## src/rtl/ser_deserializer.sv

```systemverilog
`default_nettype none
// ============================================================================
// Module      : ser_deserializer
// Description : Serial-to-parallel receive stage. Samples serIn/serInValid on
//               clkEn pulses and assembles MSB-first words of WIDTH bits.
//               Each completed word is presented on parOut with a one-cycle
//               parValid strobe. Bit/word progress counters are exported, and
//               frames that end early raise a sticky frameErr.
// Ports       : clk        - system clock, rising edge
//               rst        - asynchronous active-low reset
//               clkEn      - single-cycle sample enable
//               serIn      - serial data bit
//               serInValid - serial data qualifier
//               parOut     - last completed word (MSB = first bit received)
//               parValid   - one-clk strobe, parOut updated this cycle
//               frameErr   - sticky, last frame ended before WIDTH bits
//               bitCount   - bits received in current frame
//               wordCount  - completed words, modulo 2^CNT_W
// Revision    : 1.0 - initial release
// ============================================================================
module ser_deserializer #(
  parameter int WIDTH = 8,
  parameter int CNT_W = 4
) (
  input  logic             clk,
  input  logic             rst,
  input  logic             clkEn,
  input  logic             serIn,
  input  logic             serInValid,
  output logic [WIDTH-1:0] parOut,
  output logic             parValid,
  output logic             frameErr,
  output logic [CNT_W-1:0] bitCount,
  output logic [CNT_W-1:0] wordCount
);

  typedef enum logic [0:0] {
    IDLE = 1'b0,
    RECV = 1'b1
  } state_t;

  localparam logic [CNT_W-1:0] LAST_BIT = CNT_W'(WIDTH - 1);
  localparam logic [CNT_W-1:0] CNT_ONE  = CNT_W'(1);

  state_t state, state_nxt;

  // Only the low WIDTH-1 bits of the shift history are ever needed: the
  // final bit is appended directly when the word is transferred to parOut.
  logic [WIDTH-2:0] shreg, shreg_nxt;
  logic [WIDTH-1:0] shifted;
  logic [WIDTH-1:0] par_nxt;
  logic             valid_nxt;
  logic             err_nxt;
  logic [CNT_W-1:0] bit_nxt;
  logic [CNT_W-1:0] word_nxt;

  assign shifted = {shreg, serIn};

  // State register
  always_ff @(posedge clk or negedge rst) begin
    if (!rst) begin
      state <= IDLE;
    end else begin
      state <= state_nxt;
    end
  end

  // Datapath registers
  always_ff @(posedge clk or negedge rst) begin
    if (!rst) begin
      shreg     <= '0;
      parOut    <= '0;
      parValid  <= 1'b0;
      frameErr  <= 1'b0;
      bitCount  <= '0;
      wordCount <= '0;
    end else begin
      shreg     <= shreg_nxt;
      parOut    <= par_nxt;
      parValid  <= valid_nxt;
      frameErr  <= err_nxt;
      bitCount  <= bit_nxt;
      wordCount <= word_nxt;
    end
  end

  // Next-state and datapath decisions; everything holds unless a sample
  // enable arrives, except parValid which always falls back to 0.
  always_comb begin
    state_nxt = state;
    shreg_nxt = shreg;
    par_nxt   = parOut;
    valid_nxt = 1'b0;
    err_nxt   = frameErr;
    bit_nxt   = bitCount;
    word_nxt  = wordCount;

    if (clkEn) begin
      case (state)
        IDLE: begin
          if (serInValid) begin
            shreg_nxt = shifted[WIDTH-2:0];
            bit_nxt   = CNT_ONE;
            err_nxt   = 1'b0;
            state_nxt = RECV;
          end
        end
        RECV: begin
          if (!serInValid) begin
            // Truncated frame: drop the partial word, keep the last good one.
            err_nxt   = 1'b1;
            bit_nxt   = '0;
            shreg_nxt = '0;
            state_nxt = IDLE;
          end else if (bitCount == LAST_BIT) begin
            par_nxt   = shifted;
            valid_nxt = 1'b1;
            word_nxt  = wordCount + CNT_ONE;
            bit_nxt   = '0;
            shreg_nxt = '0;
            state_nxt = IDLE;
          end else begin
            shreg_nxt = shifted[WIDTH-2:0];
            bit_nxt   = bitCount + CNT_ONE;
          end
        end
        default: begin
          state_nxt = IDLE;
        end
      endcase
    end
  end

endmodule
`default_nettype wire

```

## config.mk

```make
export PLATFORM = sky130hd
export DESIGN_NAME = ser_deserializer
export DESIGN_NICKNAME = d
export VERILOG_FILES = /design/src/rtl/ser_deserializer.sv
export SDC_FILE = /design/constraint.sdc
export NUM_CORES = 1
export LEC_CHECK = 0
export BUFFER_PORTS_ARGS = -buffer_cell sky130_fd_sc_hd__buf_2
export CAP_MARGIN = 25
export CORE_ASPECT_RATIO = 1.25
export CORE_MARGIN = 2
export CORE_UTILIZATION = 57
export CTS_CLUSTER_DIAMETER = 80
export DETAILED_ROUTE_END_ITERATION = 7
export PLACE_DENSITY = 0.93
export SETUP_SLACK_MARGIN = 0.1
export SLEW_MARGIN = 30
export SYNTH_ARGS = -nofsm -noshare
export SYNTH_HDL_FRONTEND = slang
export SYNTH_SLANG_ARGS = --single-unit
```

## constraint.sdc

```tcl
create_clock -name clk -period 2.7 [get_ports clk]
set_input_delay 0.27 -clock clk [delete_from_list [all_inputs] [get_ports clk]]
set_output_delay 0.27 -clock clk [all_outputs]
set_load 0.1 [all_outputs]
```

Word-level counts from Yosys, hierarchy flattened:

Index checks and enable logic that the tools add are counted.

* register bits after elaboration: 26
* bits in latches: 0
* memory bits (writable): 0
* memory bits (read-only): 0
* input bits: 5
* output and inout bits: 18
* memories: 0

* $add $sub $neg: 2
* $mul: 0
* div/mod/pow operators: 0
* order comparisons: 0
* eq/ne operators: 3
* shift-type cells: 0
* muxes and demuxes: 19
* bitwise gates (word level): 1
* reduce and logical (&&, ||, !) cells: 3

Operators by type and width (number)
* $mux 7: 3
* $pmux 7 s2: 1
* $mux 4: 3
* $mux 1: 9
* $add 4x1->4 const B: 2
* $pmux 4 s2: 1
* $eq 4x3->1 const B: 1
* $ne 2x2->1 const B: 2
* $pmux 1 s2: 2
* $reduce_and 4->1: 1
* $reduce_and 3->1: 1
* $reduce_and 2->1: 1
* $not 1->1: 1

Logic depth before layout (Yosys ltp):

Gate-level depths: netlist of run 1.

* word-level depth: 5
* gate-level depth with buffers: 6
* depth with buffers taken out: 5

Worst setup path after synthesis of run 1:

Ideal clock, no wire load.

* kind: register to register
* start: register bitCount[1]
* end: register wordCount[1]
* data arrival time: 2075 ps
* data required time: 2573 ps
* setup slack: 498 ps
* stages on the path, launching flop included: 6
* path buffers: 1
* period minus slack after synthesis: 2202 ps
* cell sequence: dfrtp_1 ha_1 nand4b_2 nor2_4 buf_12 mux2_4

* longest elaborated chain between the ends: 2

Ends and longest elaborated chain
* start, declared: RTL line 33 `output logic [CNT_W-1:0] bitCount,`
* start signal, assigned: RTL line 82 `bitCount <= bit_nxt;`
* $eq 4x3->1: RTL line 115 `end else if (bitCount == LAST_BIT) begin`
* $reduce_and 4->1 (no line)
* end signal, assigned: RTL line 83 `wordCount <= word_nxt;`
* end, declared: RTL line 34 `output logic [CNT_W-1:0] wordCount`

No other way between the ends.
A chain may end at the register's enable or synchronous reset.

Worst setup path after layout of run 1:

* start: register bitCount[0]
* end: register parOut[7]

* longest elaborated chain between the ends: 2

Ends and longest elaborated chain
* $eq 4x3->1: RTL line 115
* $reduce_and 4->1 (no line)
* end signal, assigned: RTL line 79 `parOut <= par_nxt;`
* end, declared: RTL line 30 `output logic [WIDTH-1:0] parOut,`

No other way between the ends.

==> impl_metrics.ini, run 1 <==
[sta]
hold_viol = 0
finalWorstSetupSlack_ns = 0.946
slew_headroom_pct = 61.8
slew_viol_final = 0
worst_slew_pin_slew_ns = 0.573
rsz0062_at_grt = false
holdWs_ns = 0.206
fin_crit_ns = 1.75
final.period_utilization_pct = 65.0
tns_ns = 0
fin_skew_ns = 0.00295
finalSetupViolCount = 0
fmax_mhz = 570

[finish]
layout_commonest_cell = dfrtp_1
num_antenna_cells = 0
finalNetCount = 131
layout-drive-gt1-share_pct = 30.6
final_cell_mix = dfrtp_1 (26), buf_2 (22), nand2_1 (19)
utilization_pct = 66.4
area_growth_pct = 11.9
fillers = 158

[worst_setup_path]
startpoint_type = flop
reg2regPathDepth = 4
cp-startpoint = bitCount[0]
worst_ep_required_time_ns = 2.92
rr_startpoint = bitCount[0]
reg2reg_slack_ns = 0.95
worstReg2RegEnd = parOut[7]
end_kind = flop
crit_fanout = 11
arrival_ns = 1.97
endpoint = parOut[7]
critPathKind = flop to flop

[placed_design]
pre_cts_ws_ns = 0.961
port_buffers = 22
gp_congestion = 0.748
dpl.hpwl_um = 1420

[clocking]
ctsLongestPathBuffers = 2
clk_pin_slew_ns = 0.13
cts_sinks = 26
cts_buffers = 3
clkLatencyLatePin_ns = 0.31
cts_tree = built
htreeDepth = 1
root_buffer = clkbuf_4

[synthesis]
synth-edff-count = 0
synth_area_leaders = dfrtp_1 (56%), mux2_4 (10%), nand2_1 (6.1%)
synthDistinctLibCells = 27
syn_inst = 98
synth.avg_cell_area_um2 = 11.9
async_flop_share_pct = 100
synth.net_count = 106
synth_area_leader_cell = dfrtp_1
synthFlopType = dfrtp_1
synth.yosys.seq_area_share_pct = 56.0
synth_area_mm2 = 0.00116
ys_ff_latch = 26
synth_top_area_share_pct = 56.0
synth_warnings = 0

[global_route]
grt_use_total_pct = 18.4
grt_start_max_net_pins = 27
antenna_found_initial = 0
grt-ovfl-total = 0
grt_pass1_wl_um = 3200
grt_pass1_vias = 760

[floorplan]
ios = 23
dieArea_mm2 = 0.00242
die_y_um = 54.5
die-width_um = 44.4
core_mm2 = 0.00196
row_count = 18
initial_core_util_pct = 59.3

[job]
maxCapViolCount = 0

[drt]
post_drt_via_cell_ratio = 5.62
drt_iter0_markers = 31
postRouteAntennaNets = 0
dr.pass1.iters = 4
routedWlPerCell_um = 14.1
drcViolationCount = 0
routed-via-count = 792
drt_wl_total_um = 1990

[outcome]
status = complete, no violations

[power]
powerDensity_mw_per_mm2 = 592
worst_ir_drop_vdd_mv = 0.408
p_total_mw = 0.771
leakagePower_nw = 0.696

[hold_path]
hold_start = serIn
hp-class = primary input to flop
registers in the layout, indices dropped and copies added, names as in the netlist:
signal and flops:
bitCount 4, frameErr 1, parOut 8, parValid 1, shreg 7, state 1, wordCount 4
power breakdown:
part,switching (mW),internal (mW)
clock,0.107,0.0523
sequential,0.0244,0.418
combinational,0.136,0.0334
metrics by stage:
stage                     area [um^2]  instances
after floorplan                  1160         98
after global placement           1270        137
after detailed placement         1270        137
after CTS                        1300        141
after global routing             1300        141
final                            1300        141
how the worst min path moves through the flow:
stage	endpoint	slack, ns	depth (start not counted)
3_5_place_dp	wordCount[1]	0.29	1
3_3_place_gp	wordCount[0]	0.28	1
6_report	shreg[0]	0.21	3
5_1_grt	parOut[0]	0.19	2
2_1_floorplan	bitCount[0]	-0.03	0
4_1_cts	shreg[0]	0.20	3
per-layer routing:
metal | part of all wire [%] | track usage [%] | up-vias
met5 | 0 | 0 | -
met4 | 0.40 | 10.1 | 0
met3 | 4.1 | 2.97 | 2
met2 | 49 | 27.5 | 25
met1 | 46 | 25.8 | 379
li1 | - | - | 386
what timing repair did:
item / 4_1_cts / 5_1_grt
hold buffers: 1 / 0
endpoints found under the setup margin: 0 / 0
setup buffers: 0 / 0
gates resized for setup: 0 / 0
endpoints found under the hold margin: 26 / 0
logic make-up after synthesis:
family                     count (synthesis)  synth area share [%]
xor gates and xnor gates                   3                  2.26
and+or+nand+nor                           35                  16.0
adders and majority gates                  3                  3.23
DFF                                       26                  56.0
AOI/OAI and AO/OA                         15                  7.43
muxes                                      9                  11.3
buffers and inverters                      7                  3.77
cell usage after synthesis, drive strengths merged, types with 2 or more instances:
cell / number
mux2: 9
nor3: 2
ha: 3
buf: 2
o21ai: 10
nand2: 19
dfrtp: 26
xor2: 3
nor2: 2
nand3: 4
inv: 4
a21oi: 2
a22o: 2
critical path: stages, from the launching register on:
cell	delay, ns
dfrtp_1	0.42
ha_1	0.24
nand4b_2	0.21
nor2_4	0.40
mux2_2	0.38
cell type report:
cell class                 count  area, um^2  area share, %
sequential                    26         651           50.0
multi-input combinational     65         468           36.0
timing repair buffer          23         120           9.23
tap                           20        25.0           1.92
clock buffer                   3        22.5           1.73
inverter                       4        15.0           1.15
Power figures use the tool's default switching activity.
==> inputs of run 2 (changes only) <==
CORE_UTILIZATION = 47   (was 57)
PLACE_DENSITY = 0.83   (was 0.93)
clock period = 1.6 ns   (was 2.7 ns; I/O delays follow)
==> impl_metrics.ini, run 2 (same netlist as run 1, synthesis figures left out) <==
[worst_setup_path]
arrival_ns = 1.74
startpoint_type = flop
end_kind = flop
crit_fanout = 4
worst_ep_required_time_ns = 1.88
reg2regPathDepth = 4
critPathKind = flop to flop

[floorplan]
ios = 23
dieArea_mm2 = 0.00289
core_mm2 = 0.00240
die_y_um = 59.6
row_count = 20
die-width_um = 48.5
initial_core_util_pct = 48.4

[drt]
post_drt_via_cell_ratio = 5.04
drcViolationCount = 0
drt_iter0_markers = 28
routed-via-count = 822
routedWlPerCell_um = 13.6
drt_wl_total_um = 2210
postRouteAntennaNets = 0
dr.pass1.iters = 4

[global_route]
grt_pass1_wl_um = 3780
antenna_found_initial = 0
grt-ovfl-total = 0
grt_start_max_net_pins = 27
grt_use_total_pct = 17.6
grt_pass1_vias = 819

[power]
powerDensity_mw_per_mm2 = 951
leakagePower_nw = 0.730
worst_ir_drop_vdd_mv = 0.761

[finish]
finalNonFillerCells = 163
final_cell_mix = buf_2 (22), dfrtp_1 (20), nand2_1 (19)
fillers = 208
area_growth_pct = 23.1
layout_commonest_cell = buf_2
seqCellArea_um2 = 663
layout-drive-gt1-share_pct = 40.8
finalNetCount = 139
multi_input_area_um2 = 493
num_antenna_cells = 0
largest_register_ffs = 8
stdcell_area_mm2 = 0.00143
biggestRegsByFlops = parOut x8, shreg x7
largest-register = parOut

[clocking]
clk_pin_slew_ns = 0.14
clkLatencyLatePin_ns = 0.33
htreeDepth = 1
cts_buffers = 3
cts_tree = built
root_buffer = clkbuf_4
ctsLongestPathBuffers = 2
cts_sinks = 26

[sta]
finalSetupViolCount = 0
hold_viol = 0
finalWorstSetupSlack_ns = 0.138
holdWs_ns = 0.0789
tns_ns = 0
rsz0062_at_grt = true
fin_crit_ns = 1.46
final.period_utilization_pct = 91.4
fin_skew_ns = 0.0124
fmax_mhz = 684
worst_slew_pin_slew_ns = 0.562
slew_viol_final = 0
slew_headroom_pct = 62.6

[hold_path]
worstHoldPathCells = 2
hp-class = primary input to flop

[outcome]
status = complete, no violations

[placed_design]
dp.cells = 156
dpl-instance-area_mm2 = 0.00138
gp_congestion = 0.844
port_buffers = 22
dpl.hpwl_um = 1650
pre_cts_ws_ns = 0.122

[job]
maxCapViolCount = 0
-- run 2: changes by cell type in the layout (fill, tap and decap cells not counted), sizes merged --
cell,previous run,this run
clkbuf,3,4
buf,22,30
-- run 2: final timing paths --
check | to | slack (ns) | from
max | bitCount[3] | 0.14 | bitCount[1]
min | state | 0.08 | clkEn
max reg2reg | bitCount[3] | 0.14 | bitCount[1]
min reg2reg | wordCount[3] | 0.48 | wordCount[3]
max in group asynchronous | bitCount[0] | 0.84 | rst
min in group asynchronous | parValid | 0.33 | rst
-- run 2: metal layers --
layer | global-route usage (%) | vias to the layer above | wire (um)
li1 | - | 401 | -
met1 | 22.3 | 391 | 1000
met2 | 26.6 | 23 | 1050
met3 | 3.54 | 7 | 77
met4 | 13.9 | 0 | 76
met5 | 0 | - | 0
-- run 2: what timing repair did --
| item | 4_1_cts | 5_1_grt |
|---|---|---|
| setup endpoints to repair | 2 | 9 |
| buffers inserted | 1 | 1 |
| hold endpoints to repair | 26 | 0 |
| cloned | 0 | 0 |
| pin swaps | 3 | 1 |
| gates resized for setup | 0 | 0 |
| hold buffers | 1 | 0 |
-- run 2: area by class of cell --
| class | count | share of cell area (%) |
|---|---|---|
| tap | 33 | 2.88 |
| timing repair buffer | 31 | 13.5 |
| multi-input combinational | 65 | 34.4 |
| clock buffer | 4 | 1.84 |
| sequential | 26 | 46.3 |
| inverter | 4 | 1.05 |
-- run 2: report_power, final --
part / internal [mW] / switching (mW) / total, mW / leakage [nW]
combinational: 0.0723 / 0.235 / 0.308 / 0.376
sequential: 0.711 / 0.0455 / 0.757 / 0.340
clock: 0.0980 / 0.198 / 0.296 / 0.0150
-- run 2: worst max-delay path: stages, from the launching register on --
cell	delay [ns]
dfrtp_4	0.53
ha_4	0.19
nand3b_1	0.16
or4b_1	0.45
nand3_1	0.08
-- run 2: metrics by stage --
stage               total power, mW  utilization, %
detailed placement             1.08            57.4
global route                   1.42            59.6
CTS                            1.37            59.3
global placement               1.06            57.4
finish                         1.36            59.6
floorplan                     0.992               -
==> inputs of run 3 (changes only) <==
==> constraint.sdc (replaced) <==
create_clock -name clk -period 1.6 [get_ports clk]
set_input_delay 0.32 -clock clk [delete_from_list [all_inputs] [get_ports clk]]
set_output_delay 0.32 -clock clk [all_outputs]
set_load 0.1 [all_outputs]
==> impl_metrics.ini, run 3 (same netlist as run 1, synthesis figures left out) <==
[placed_design]
dpl.hpwl_um = 1680
gp_congestion = 0.804
port_buffers = 22
dp.cells = 156

[sta]
fin_crit_ns = 1.47
worst_slew_pin_slew_ns = 0.579
final.period_utilization_pct = 92.0
finalSetupViolCount = 0
fmax_mhz = 680
fin_skew_ns = 0.00261
rsz0062_at_grt = true
hold_viol = 0
slew_headroom_pct = 61.4
slew_viol_final = 0

[finish]
utilization_pct = 61.5
layout_commonest_cell = dfrtp_1
largest-register = parOut
final_cell_mix = dfrtp_1 (20), nand2_1 (19), buf_4 (13)
fillers = 178
num_antenna_cells = 0
largest_register_ffs = 8
area_growth_pct = 27.1
layout-drive-gt1-share_pct = 41.9
finalNonFillerCells = 162
biggestRegsByFlops = parOut x8, shreg x7
finalNetCount = 138

[drt]
drt_wl_total_um = 2350
routedWlPerCell_um = 14.5
m1WireLength_um = 948
dr.pass1.iters = 4
met3WireLength_um = 71
topRoutingLayerUsed = met4
routed-via-count = 874
drcViolationCount = 0
route.met2.wl_um = 1240
postRouteAntennaNets = 0
post_drt_via_cell_ratio = 5.40
drt_iter0_markers = 38

[global_route]
grt_pass1_wl_um = 4040
antenna_found_initial = 0
grt_use_total_pct = 18.5
grt_pass1_vias = 939
grt-ovfl-total = 0
grt_start_max_net_pins = 27

[floorplan]
initial_core_util_pct = 48.4
dieArea_mm2 = 0.00289
row_count = 20
die_y_um = 59.6
core_mm2 = 0.00240
die-width_um = 48.5
ios = 23

[power]
switchingPower_mw = 0.481
leakagePower_nw = 0.738
combinationalPowerShare_pct = 21.2
internal_power_mw = 1.05
p_clk_share_pct = 29.3
powerDensity_mw_per_mm2 = 1030
p_seq_share_pct = 49.5
worst_ir_drop_vdd_mv = 0.624
switching_share_pct = 31.5

[clocking]
clk_pin_slew_ns = 0.14
cts_tree = built
root_buffer = clkbuf_4
htreeDepth = 1
ctsLongestPathBuffers = 2
clkLatencyLatePin_ns = 0.32
cts_buffers = 3
cts_sinks = 26

[worst_setup_path]
reg2regPathDepth = 5
cp_slowest_cell = buf_2
cpPeakStageDelay_ns = 0.44
arrival_ns = 1.15
worst_ep_required_time_ns = 1.28
startpoint_type = flop
rr_startpoint = bitCount[1]
path_delay_family = buffers and inverters
cp-startpoint = parOut[0]
crit_fanout = 2
reg2reg_slack_ns = 0.13
endpoint = parOut[0]
path_buf_inv = 1
cp_cell_sequence = buf_2
crit_cells = 1
critPathKind = flop to output pin
end_kind = output pin
worstReg2RegEnd = parOut[0]

[hold_path]
hp-class = primary input to flop

[outcome]
status = complete, no violations

[job]
maxCapViolCount = 0
[run 3: timing repair]
item	CTS	global route
endpoints found under the setup margin	7	13
hold buffers	1	0
endpoints found under the hold margin	26	0
pin swaps	0	2
gates resized for setup	7	4
buffers inserted	0	1
[run 3: metrics by stage]
step | area, um^2 | setup WS, ns | power [mW] | hold slack [ns] | TNS (ns)
final | 1480 | 0.128 | 1.53 | 0.240 | 0
after global routing | 1480 | 0.0870 | 1.60 | 0.239 | 0
after CTS | 1460 | 0.105 | 1.54 | 0.234 | 0
after detailed placement | 1380 | 0.0643 | 1.08 | 0.348 | 0
after global placement | 1380 | 0.115 | 1.06 | 0.340 | 0
after floorplan | 1200 | -0.0498 | 0.992 | 0.0244 | -0.397
[run 3: layout make-up]
cell class,instances,area (um^2),area share [%]
Clock inverter,1,30.0,2.03
Multi-Input combinational cell,65,495,33.5
Sequential cell,26,663,44.9
Timing Repair Buffer,30,210,14.2
Tap cell,33,41.3,2.79
Clock buffer,3,22.5,1.52
Inverter,4,15.0,1.02
[run 3: how the worst min path moves through the flow]
stage,endpoint,cells after the start,slack (ns),from
CTS,shreg[0],3,0.23,serIn
finish,shreg[0],3,0.24,serIn
detailed placement,parOut[7],1,0.35,rst
global placement,wordCount[2],1,0.34,rst
floorplan,bitCount[2],0,0.02,rst
global route,parOut[0],2,0.24,serIn
[run 3: power by group through the flow]
| stage | clock network (mW) | registers [mW] | logic, mW |
|---|---|---|---|
| after floorplan | 0 | 0.910 | 0.0821 |
| after global placement | 0 | 0.763 | 0.299 |
| after detailed placement | 0 | 0.769 | 0.309 |
| after CTS | 0.458 | 0.756 | 0.322 |
| after global routing | 0.490 | 0.763 | 0.348 |
| final | 0.448 | 0.756 | 0.325 |
[run 3: metal layers]
layer  track usage, %  up-vias
li1                 -      398
met1             20.3      440
met2             33.1       28
met3             1.52        8
met4             15.1        0
met5                0        -
